$ cat src/rtl/busarb_pkg.sv
// Shared types for the two-master AHB-lite arbiter: master ids, per-master
// transfer state and the address-phase request captured by the hold buffers.
package busarb_pkg;

    localparam int NUM_MASTERS = 2;
    // Width of the stored address; the top-level ADDR_W must not exceed it.
    localparam int REQ_ADDR_W  = 32;

    typedef enum logic {
        M0 = 1'b0,
        M1 = 1'b1
    } master_e;

    typedef enum logic [1:0] {
        IDLE = 2'd0,
        PEND = 2'd1,
        DATA = 2'd2
    } mst_state_e;

    typedef struct packed {
        logic [REQ_ADDR_W-1:0] addr;
        logic                  prot;
        logic [1:0]            size;
        logic                  write;
    } req_t;

endpackage

$ cat src/rtl/busarb_req_buf.sv
// Per-master front end: 1-entry address-phase hold buffer plus the
// IDLE/PEND/DATA state machine that drives this master's hready/hresp.
module busarb_req_buf
    import busarb_pkg::*;
(
    input  logic clk,
    input  logic rstn,
    input  logic htrans,
    input  req_t live_req,
    input  logic s_hready,
    input  logic s_hresp,
    input  logic grant,
    output logic hready,
    output logic hresp,
    output logic elig,
    output req_t req
);

    mst_state_e state;
    req_t       hold_req;
    logic       live;

    // NOTE: every output gets a default before the case so no path leaves it unassigned (no latch).
    always_comb begin
        hready = 1'b1;
        hresp  = 1'b0;
        case (state)
            PEND: hready = 1'b0;
            DATA: begin
                hready = s_hready;
                hresp  = s_hresp;
            end
            default: ;
        endcase
    end

    // A live request is one the master believes accepted: htrans seen with hready high.
    assign live = (state != PEND) && htrans && hready;
    assign elig = (state == PEND) || live;
    assign req  = (state == PEND) ? hold_req : live_req;

    // NOTE: sequential state uses non-blocking assignments so all flops update from pre-edge values.
    always_ff @(posedge clk or negedge rstn) begin
        if (!rstn) begin
            state <= IDLE;
        end else if (grant) begin
            state <= DATA;
        end else if (live) begin
            state <= PEND;
        end else if (state == DATA && s_hready) begin
            state <= IDLE;
        end
    end

    // NOTE: buffer contents need no reset; they are only observed while state is PEND.
    always_ff @(posedge clk) begin
        if (live && !grant) begin
            hold_req <= live_req;
        end
    end

endmodule

$ cat src/rtl/ahb_busarb.sv
// Two-master (m0 data, m1 fetch) to one-slave AHB-lite arbiter. Fixed priority
// m0 > m1 by default; define BUSARB_RR_EN for two-master round-robin.
module ahb_busarb
    import busarb_pkg::*;
#(
    parameter int ADDR_W = 32,
    parameter int DATA_W = 32
) (
    input  logic              clk,
    input  logic              rstn,
    input  logic [ADDR_W-1:0] m0_haddr,
    input  logic              m0_hprot,
    input  logic [1:0]        m0_hsize,
    input  logic              m0_hwrite,
    input  logic [DATA_W-1:0] m0_hwdata,
    input  logic              m0_htrans,
    output logic              m0_hready,
    output logic              m0_hresp,
    input  logic [ADDR_W-1:0] m1_haddr,
    input  logic              m1_hprot,
    input  logic [1:0]        m1_hsize,
    input  logic              m1_hwrite,
    input  logic [DATA_W-1:0] m1_hwdata,
    input  logic              m1_htrans,
    output logic              m1_hready,
    output logic              m1_hresp,
    output logic [DATA_W-1:0] m_hrdata,
    output logic [ADDR_W-1:0] s_haddr,
    output logic              s_hprot,
    output logic [1:0]        s_hsize,
    output logic              s_hwrite,
    output logic [DATA_W-1:0] s_hwdata,
    output logic              s_htrans,
    input  logic [DATA_W-1:0] s_hrdata,
    input  logic              s_hresp,
    input  logic              s_hready
);

    logic [NUM_MASTERS-1:0] elig;
    logic [NUM_MASTERS-1:0] grant;
    req_t                   live_req [NUM_MASTERS];
    req_t                   sel_req  [NUM_MASTERS];
    req_t                   win_req;
    master_e                winner;
    logic                   any_elig;
    logic                   owner_valid;
    master_e                owner_id;

    assign live_req[0] = '{addr: REQ_ADDR_W'(m0_haddr), prot: m0_hprot,
                           size: m0_hsize, write: m0_hwrite};
    assign live_req[1] = '{addr: REQ_ADDR_W'(m1_haddr), prot: m1_hprot,
                           size: m1_hsize, write: m1_hwrite};

    busarb_req_buf u_req_buf_m0 (
        .clk      (clk),
        .rstn     (rstn),
        .htrans   (m0_htrans),
        .live_req (live_req[0]),
        .s_hready (s_hready),
        .s_hresp  (s_hresp),
        .grant    (grant[0]),
        .hready   (m0_hready),
        .hresp    (m0_hresp),
        .elig     (elig[0]),
        .req      (sel_req[0])
    );

    busarb_req_buf u_req_buf_m1 (
        .clk      (clk),
        .rstn     (rstn),
        .htrans   (m1_htrans),
        .live_req (live_req[1]),
        .s_hready (s_hready),
        .s_hresp  (s_hresp),
        .grant    (grant[1]),
        .hready   (m1_hready),
        .hresp    (m1_hresp),
        .elig     (elig[1]),
        .req      (sel_req[1])
    );

`ifdef BUSARB_RR_EN
    master_e last_grant;

    always_ff @(posedge clk or negedge rstn) begin
        if (!rstn) begin
            last_grant <= M1;
        end else if (s_htrans) begin
            last_grant <= winner;
        end
    end

    // On contention the master granted most recently yields.
    always_comb begin
        if (elig[0] && elig[1]) begin
            winner = (last_grant == M0) ? M1 : M0;
        end else begin
            winner = elig[0] ? M0 : M1;
        end
    end
`else
    assign winner = elig[0] ? M0 : M1;
`endif

    assign any_elig = |elig;
    assign grant[0] = s_hready && any_elig && (winner == M0);
    assign grant[1] = s_hready && any_elig && (winner == M1);

    assign win_req  = (winner == M1) ? sel_req[1] : sel_req[0];
    assign s_htrans = s_hready && any_elig;
    assign s_haddr  = ADDR_W'(win_req.addr);
    assign s_hprot  = win_req.prot;
    assign s_hsize  = win_req.size;
    assign s_hwrite = win_req.write;

    // Data-phase owner follows the address phase by one accepted slave cycle.
    always_ff @(posedge clk or negedge rstn) begin
        if (!rstn) begin
            owner_valid <= 1'b0;
            owner_id    <= M0;
        end else if (s_hready) begin
            owner_valid <= s_htrans;
            owner_id    <= winner;
        end
    end

    assign s_hwdata = !owner_valid      ? '0        :
                      (owner_id == M1)  ? m1_hwdata : m0_hwdata;
    assign m_hrdata = s_hrdata;

endmodule
$ cat config.mk
export PLATFORM = sky130hd
export DESIGN_NAME = ahb_busarb
export DESIGN_NICKNAME = d
export VERILOG_FILES = /design/src/rtl/busarb_pkg.sv /design/src/rtl/busarb_req_buf.sv /design/src/rtl/ahb_busarb.sv
export SDC_FILE = /design/constraint.sdc
export NUM_CORES = 1
export LEC_CHECK = 0
export BUFFER_PORTS_ARGS = -buffer_cell sky130_fd_sc_hd__buf_4
export CORE_AREA = 2 2 108 110
export CTS_BUF_LIST = sky130_fd_sc_hd__clkbuf_8 sky130_fd_sc_hd__clkbuf_16
export DETAILED_ROUTE_END_ITERATION = 10
export DIE_AREA = 0 0 110 112
export GPL_TIMING_DRIVEN = 0
export HOLD_SLACK_MARGIN = 0.1
export PLACE_DENSITY = 0.75
export SLEW_MARGIN = 20
export SYNTH_ARGS = -nofsm -noshare
export SYNTH_HDL_FRONTEND = slang
export SYNTH_SLANG_ARGS = --single-unit
$ cat constraint.sdc
create_clock -name clk -period 4.4 [get_ports clk]
set_clock_uncertainty 0.2 [all_clocks]
set_input_delay 0 -clock clk [delete_from_list [all_inputs] [get_ports clk]]
set_output_delay 0 -clock clk [all_outputs]
set_load 0.02 [all_outputs]
=== Word-level counts from Yosys, hierarchy flattened ===
Cells that the tools add are included.

* Bits in registers: 78
* Input port bits: 174
* Output and inout bits: 105
* Logic and storage cells: 52

* Eq/ne operators: 6
* Muxes and demuxes: 16
* Reductions and logical operators: 18

{| class="wikitable"
|+ Operators by type and width
! kind !! number
|-
| 36-bit two-way mux || 3
|-
| 32-bit two-way mux || 2
|-
| 2-bit two-way mux || 6
|-
| 1-bit logical AND || 11
|-
| 3-bit nonzero test || 2
|-
| 2-bit by 1-bit equality test with 1-bit output (second input constant) || 2
|-
| 2-bit equality test (second input constant) || 2
|-
| 2-bit by 1-bit != test with 1-bit output (second input constant) || 2
|-
| 1-bit one-hot mux with 2 select lines || 2
|-
| 1-bit two-way mux || 3
|-
| 1-bit logical NOT || 2
|-
| 1-bit logical OR || 2
|-
| 2-bit OR reduction || 1
|}

=== Longest topological paths before layout ===
* Word-level depth: 9
* Depth in mapped cells: 5
* Depth with buffers taken out: 3

=== By module ===
A second synthesis with hierarchy kept.

* Cell total of the unflattened synthesis: 335
* Area, all modules: 4892.2 sq um

{| class="wikitable"
|+ Modules (own cells, without submodules)
! module !! times used !! cells an instance !! area each (sq um) !! sequential area each (sq um)
|-
| busarb_req_buf || 2 || 91 || 1757.9 || 1131.1
|-
| ahb_busarb || 1 || 153 || 1376.3 || 50.0
|}

=== Worst setup path after synthesis ===
OpenSTA, ideal clock, no wires.

* Path kind: register -> register
* Start: register u_req_buf_m0.state[0]
* End: register u_req_buf_m0.hold_req[0] (netlist bit) (enable)
* Library setup time: 0.474 ns
* Data arrival time: 3.372 ns
* Required time: 3.726 ns
* Slack: 0.354 ns
* Cell stages (with the launch flop): 5
* Buffers on the path: 2
* Period minus slack after synthesis: 4.046 ns
* Cell sequence: dfrtp_1 nor2b_4 buf_6 buf_6 nor3_1

* Longest elaborated chain between the ends: 9
* Elaborated cells on any way between the ends: 12
* Classes of those cells: eq/ne: 3; mux: 1; reduce/logical: 8

{| class="wikitable"
|+ RTL lines
! item !! line !! source
|-
| start: declaration || busarb_req_buf.sv:19 || <nowiki>mst_state_e state;</nowiki>
|-
| start signal: assignment || busarb_req_buf.sv:45 || <nowiki>state <= IDLE;</nowiki>
|-
| start signal: assignment || busarb_req_buf.sv:47 || <nowiki>state <= DATA;</nowiki>
|-
| start signal: assignment || busarb_req_buf.sv:49 || <nowiki>state <= PEND;</nowiki>
|-
| 2-bit equality test (tied with other cells) || busarb_req_buf.sv:27 || <nowiki>case (state)</nowiki>
|-
| 1-bit one-hot mux with 2 select lines or 1-bit logical AND (tied branches) || busarb_req_buf.sv:27, busarb_req_buf.sv:38 ||
|-
| 1-bit logical AND || busarb_req_buf.sv:38 || <nowiki>assign live = (state != PEND) && htrans && hready;</nowiki>
|-
| 1-bit logical OR || busarb_req_buf.sv:39 || <nowiki>assign elig = (state == PEND) || live;</nowiki>
|-
| 2-bit OR reduction || ahb_busarb.sv:105 || <nowiki>assign any_elig = |elig;</nowiki>
|-
| 1-bit logical AND (2 in series) || ahb_busarb.sv:106 || <nowiki>assign grant[0] = s_hready && any_elig && (winner == M0);</nowiki>
|-
| 1-bit logical NOT || busarb_req_buf.sv:57 || <nowiki>if (live && !grant) begin</nowiki>
|-
| 1-bit logical AND (*) || busarb_req_buf.sv:57 ||
|-
| end signal: assignment || busarb_req_buf.sv:58 || <nowiki>hold_req <= live_req;</nowiki>
|-
| end: declaration || busarb_req_buf.sv:20 || <nowiki>req_t hold_req;</nowiki>
|}

Every way passes the cells marked *; elsewhere a longest branch is shown, timed or not.
A chain may end at the register's enable or synchronous reset.

=== Worst setup path in the final report ===
* Start: register u_req_buf_m0.state[0]
* End: register u_req_buf_m0.hold_req[12] (netlist bit) (enable)

Same word-level chain as after synthesis.

==> flow_summary.json <==
{
  "ys_ff_latch": 78,
  "clock_latency_ps": 330,
  "synth_warnings": 0,
  "ios": 279,
  "power.switching_w": 0.000876,
  "leakage_nw": 3.68,
  "ys.flop_type": "edfxtp_1",
  "end_kind": "flop",
  "startpoint_type": "flop",
  "grt_pass1_vias": 4650,
  "antenna_left": 0,
  "timing.final.crit_period_ps": 2660,
  "drc": 0,
  "synth.distinct_cells": 24,
  "hold_end": "m0_hresp",
  "die-area_mm2": 0.0123,
  "avgRoutedWirePerCell_um": 19.3,
  "htreeDepth": 3,
  "grt_pass1_wl_mm": 24.5,
  "cts_root_buf": "clkbuf_16",
  "synth_edf_count": 72,
  "reg2reg_depth": 7,
  "hold_depth": 3,
  "core_area_mm2": 0.0112,
  "maxCapViolCount": 0,
  "final_area_mm2": 0.00803,
  "place_area_mm2": 0.00661,
  "antenna_found_initial": 0,
  "wl_mm": 16.6,
  "syn-num-nets": 514,
  "slew_headroom": 0.538,
  "hold_viol": 0,
  "post-dp-hpwl_mm": 10.9,
  "path_cells": "nor2b_4 -> buf_6 -> buf_6 -> nor3_2 -> buf_4 -> buf_6 -> buf_6",
  "fin_ws_ps": 1740,
  "num_vias": 4213,
  "clockBufferDepth": 2,
  "place_ws_ps": 1690,
  "cts_setup_buffers": 0,
  "power_density_mw_per_mm2": 348,
  "crit_path_top_delay_cell": "nor3_2",
  "finalWeightedCongestion": 0.843,
  "reg2reg_from": "u_req_buf_m0.state[0]",
  "fin_crit_sh": 0.604,
  "hp-start": "s_hresp",
  "seqPwrFrac": 0.326,
  "setup_viol": 0,
  "routed_via_density": 4.89,
  "finalHoldWorstSlack_ps": 168,
  "grtUsageTotal": 0.266,
  "fin_setup_tns_ps": 0,
  "num-nets-final": 888,
  "syn_area_mm2": 0.00452,
  "clk_pin_slew_worst_paths_ps": 50,
  "tightest_slew_ps": 689,
  "syn_to_final_growth_pct": 77.7,
  "ys_async_sr_fraction": 0.0769,
  "worst_ep_arrival_time_ps": 2510,
  "synthCells": 340,
  "dr.pass1.iters": 7,
  "overflow": 0,
  "hold_class": "input port to output pin",
  "die_x_um": 110,
  "status": "finished clean",
  "ff2ff_setup_slack_ps": 1740,
  "pwr-share-clk": 0.276,
  "diodes": 0,
  "p_int_w": 0.00192,
  "start_util": 0.405,
  "drive_above_1_share": 0.437,
  "cp_data_required_time_ps": 4250,
  "slowest_delay_ps": 590,
  "maxSlewViolCount": 0,
  "drt-initial-drc-count": 261,
  "grt_max_degree": 24,
  "ir_worst_vdd_v": 0.000306,
  "r2r_end": "u_req_buf_m0.hold_req[12]",
  "cts-buffers-inserted": 9,
  "avgSynthCellArea_um2": 13.3,
  "fmax_mhz": 376,
  "io_buffers": 246,
  "rsz0062_at_grt": "false",
  "ys_seq_area_frac": 0.511,
  "pwr-share-comb": 0.398,
  "crit_type": "flop to flop",
  "cts_tree": "yes",
  "num_rows": 39,
  "clkSinkCount": 78,
  "cpMostUsedCell": "buf_6",
  "cp_max_fo": 10,
  "die_h_um": 112,
  "swShare": 0.313
}
[cells by family (layout without fill, tap and decap cells)]
family / after synthesis / in the layout / synth area share
flip-flops: 78 / 78 / 0.511
AND/OR/NAND/NOR: 54 / 54 / 0.0720
AO/OA/AOI/OAI: 12 / 12 / 0.0161
multiplexers: 141 / 141 / 0.312
buffers and inverters: 55 / 433 / 0.0883
[placed cells by master, fill, tap and decap left out, types with 3 or more instances in the layout]
master           n
buf_4          284
mux2i_1        141
dlygate4sd3_1  112
edfxtp_1        72
nor2b_1         34
clkbuf_16        9
buf_6            7
nor2_1           6
dfrtp_1          6
clkbuf_1         5
nand2b_1         5
a21oi_1          4
buf_2            4
nand2_1          3
inv_1            3
o21ai_0          3
[cells in the mapped netlist, drive strengths merged (3+ instances only)]
cell type	n	area, um^2
mux2i	141	1410
nand2	3	11.3
buf	46	362
o21ai	3	15.0
nor2	6	22.5
nor2b	35	226
inv	3	11.3
nand2b	5	31.3
a21oi	4	20.0
edfxtp	72	2160
dfrtp	6	150
clkbuf	6	26.3
[worst max path at each step]
stage,start,endpoint,slack (ps),depth (start not counted)
finish,u_req_buf_m0.state[0],u_req_buf_m0.hold_req[12],1740,7
global route,u_req_buf_m0.state[0],u_req_buf_m0.hold_req[12],1610,7
CTS,u_req_buf_m0.state[0],u_req_buf_m0.hold_req[9],1680,7
detailed placement,u_req_buf_m0.state[0],u_req_buf_m0.hold_req[9],1690,7
global placement,u_req_buf_m0.state[0],u_req_buf_m0.hold_req[9],-1300,4
floorplan,u_req_buf_m0.state[0],u_req_buf_m0.hold_req[0],350,4
[metal layers]
| layer | part of all wire | GRT usage | wire, um |
|---|---|---|---|
| met1 | 0.35 | 0.266 | 5810 |
| met2 | 0.53 | 0.504 | 8900 |
| met3 | 0.081 | 0.0591 | 1340 |
| met4 | 0.035 | 0.125 | 586 |
| met5 | 0 | 0 | 0 |
[state kept, by name (all words and copies together), names as in the netlist]
register               flops
owner_id                   1
owner_valid                1
u_req_buf_m0.hold_req     36
u_req_buf_m0.state         2
u_req_buf_m1.hold_req     36
u_req_buf_m1.state         2
[cell type report]
cell class,count,area [um^2]
fillers,743,3140
repair buffers,363,3030
flip-flops and latches,78,2310
multi-input cells,207,1820
plain buffers,52,388
clock buffers,9,225
well taps,143,179
clock inverters,6,77.6
inverters,3,11.3
[worst max-delay path, delay by kind of cell, from the launching register on]
family | cells | cell delay [ps]
buffers and inverters | 5 | 950
DFF | 1 | 450
and+or+nand+nor | 2 | 760
[what timing repair did]
action | in CTS | in global routing
endpoints found under the hold margin | 122 | 0
resized for setup | 0 | 0
setup endpoints to repair | 0 | 0
hold buffers | 112 | 0
[power by group through the flow]
stage / clock network [W] / registers [W] / logic, W
final: 0.000771 / 0.000910 / 0.00111
after global routing: 0.000798 / 0.000916 / 0.00117
after CTS: 0.000771 / 0.000909 / 0.00110
after detailed placement: 0 / 0.000923 / 0.00101
after global placement: 0 / 0.000925 / 0.000990
after floorplan: 0 / 0.000917 / 0.000581
[per-stage QoR]
| stage | instances | util | total power [W] |
|---|---|---|---|
| after floorplan | 340 | - | 0.00150 |
| after global placement | 729 | 0.586 | 0.00192 |
| after detailed placement | 734 | 0.592 | 0.00194 |
| after CTS | 861 | 0.719 | 0.00278 |
| after global routing | 861 | 0.719 | 0.00289 |
| final | 861 | 0.719 | 0.00279 |
Note: power is estimated with default switching activity, not from simulation.
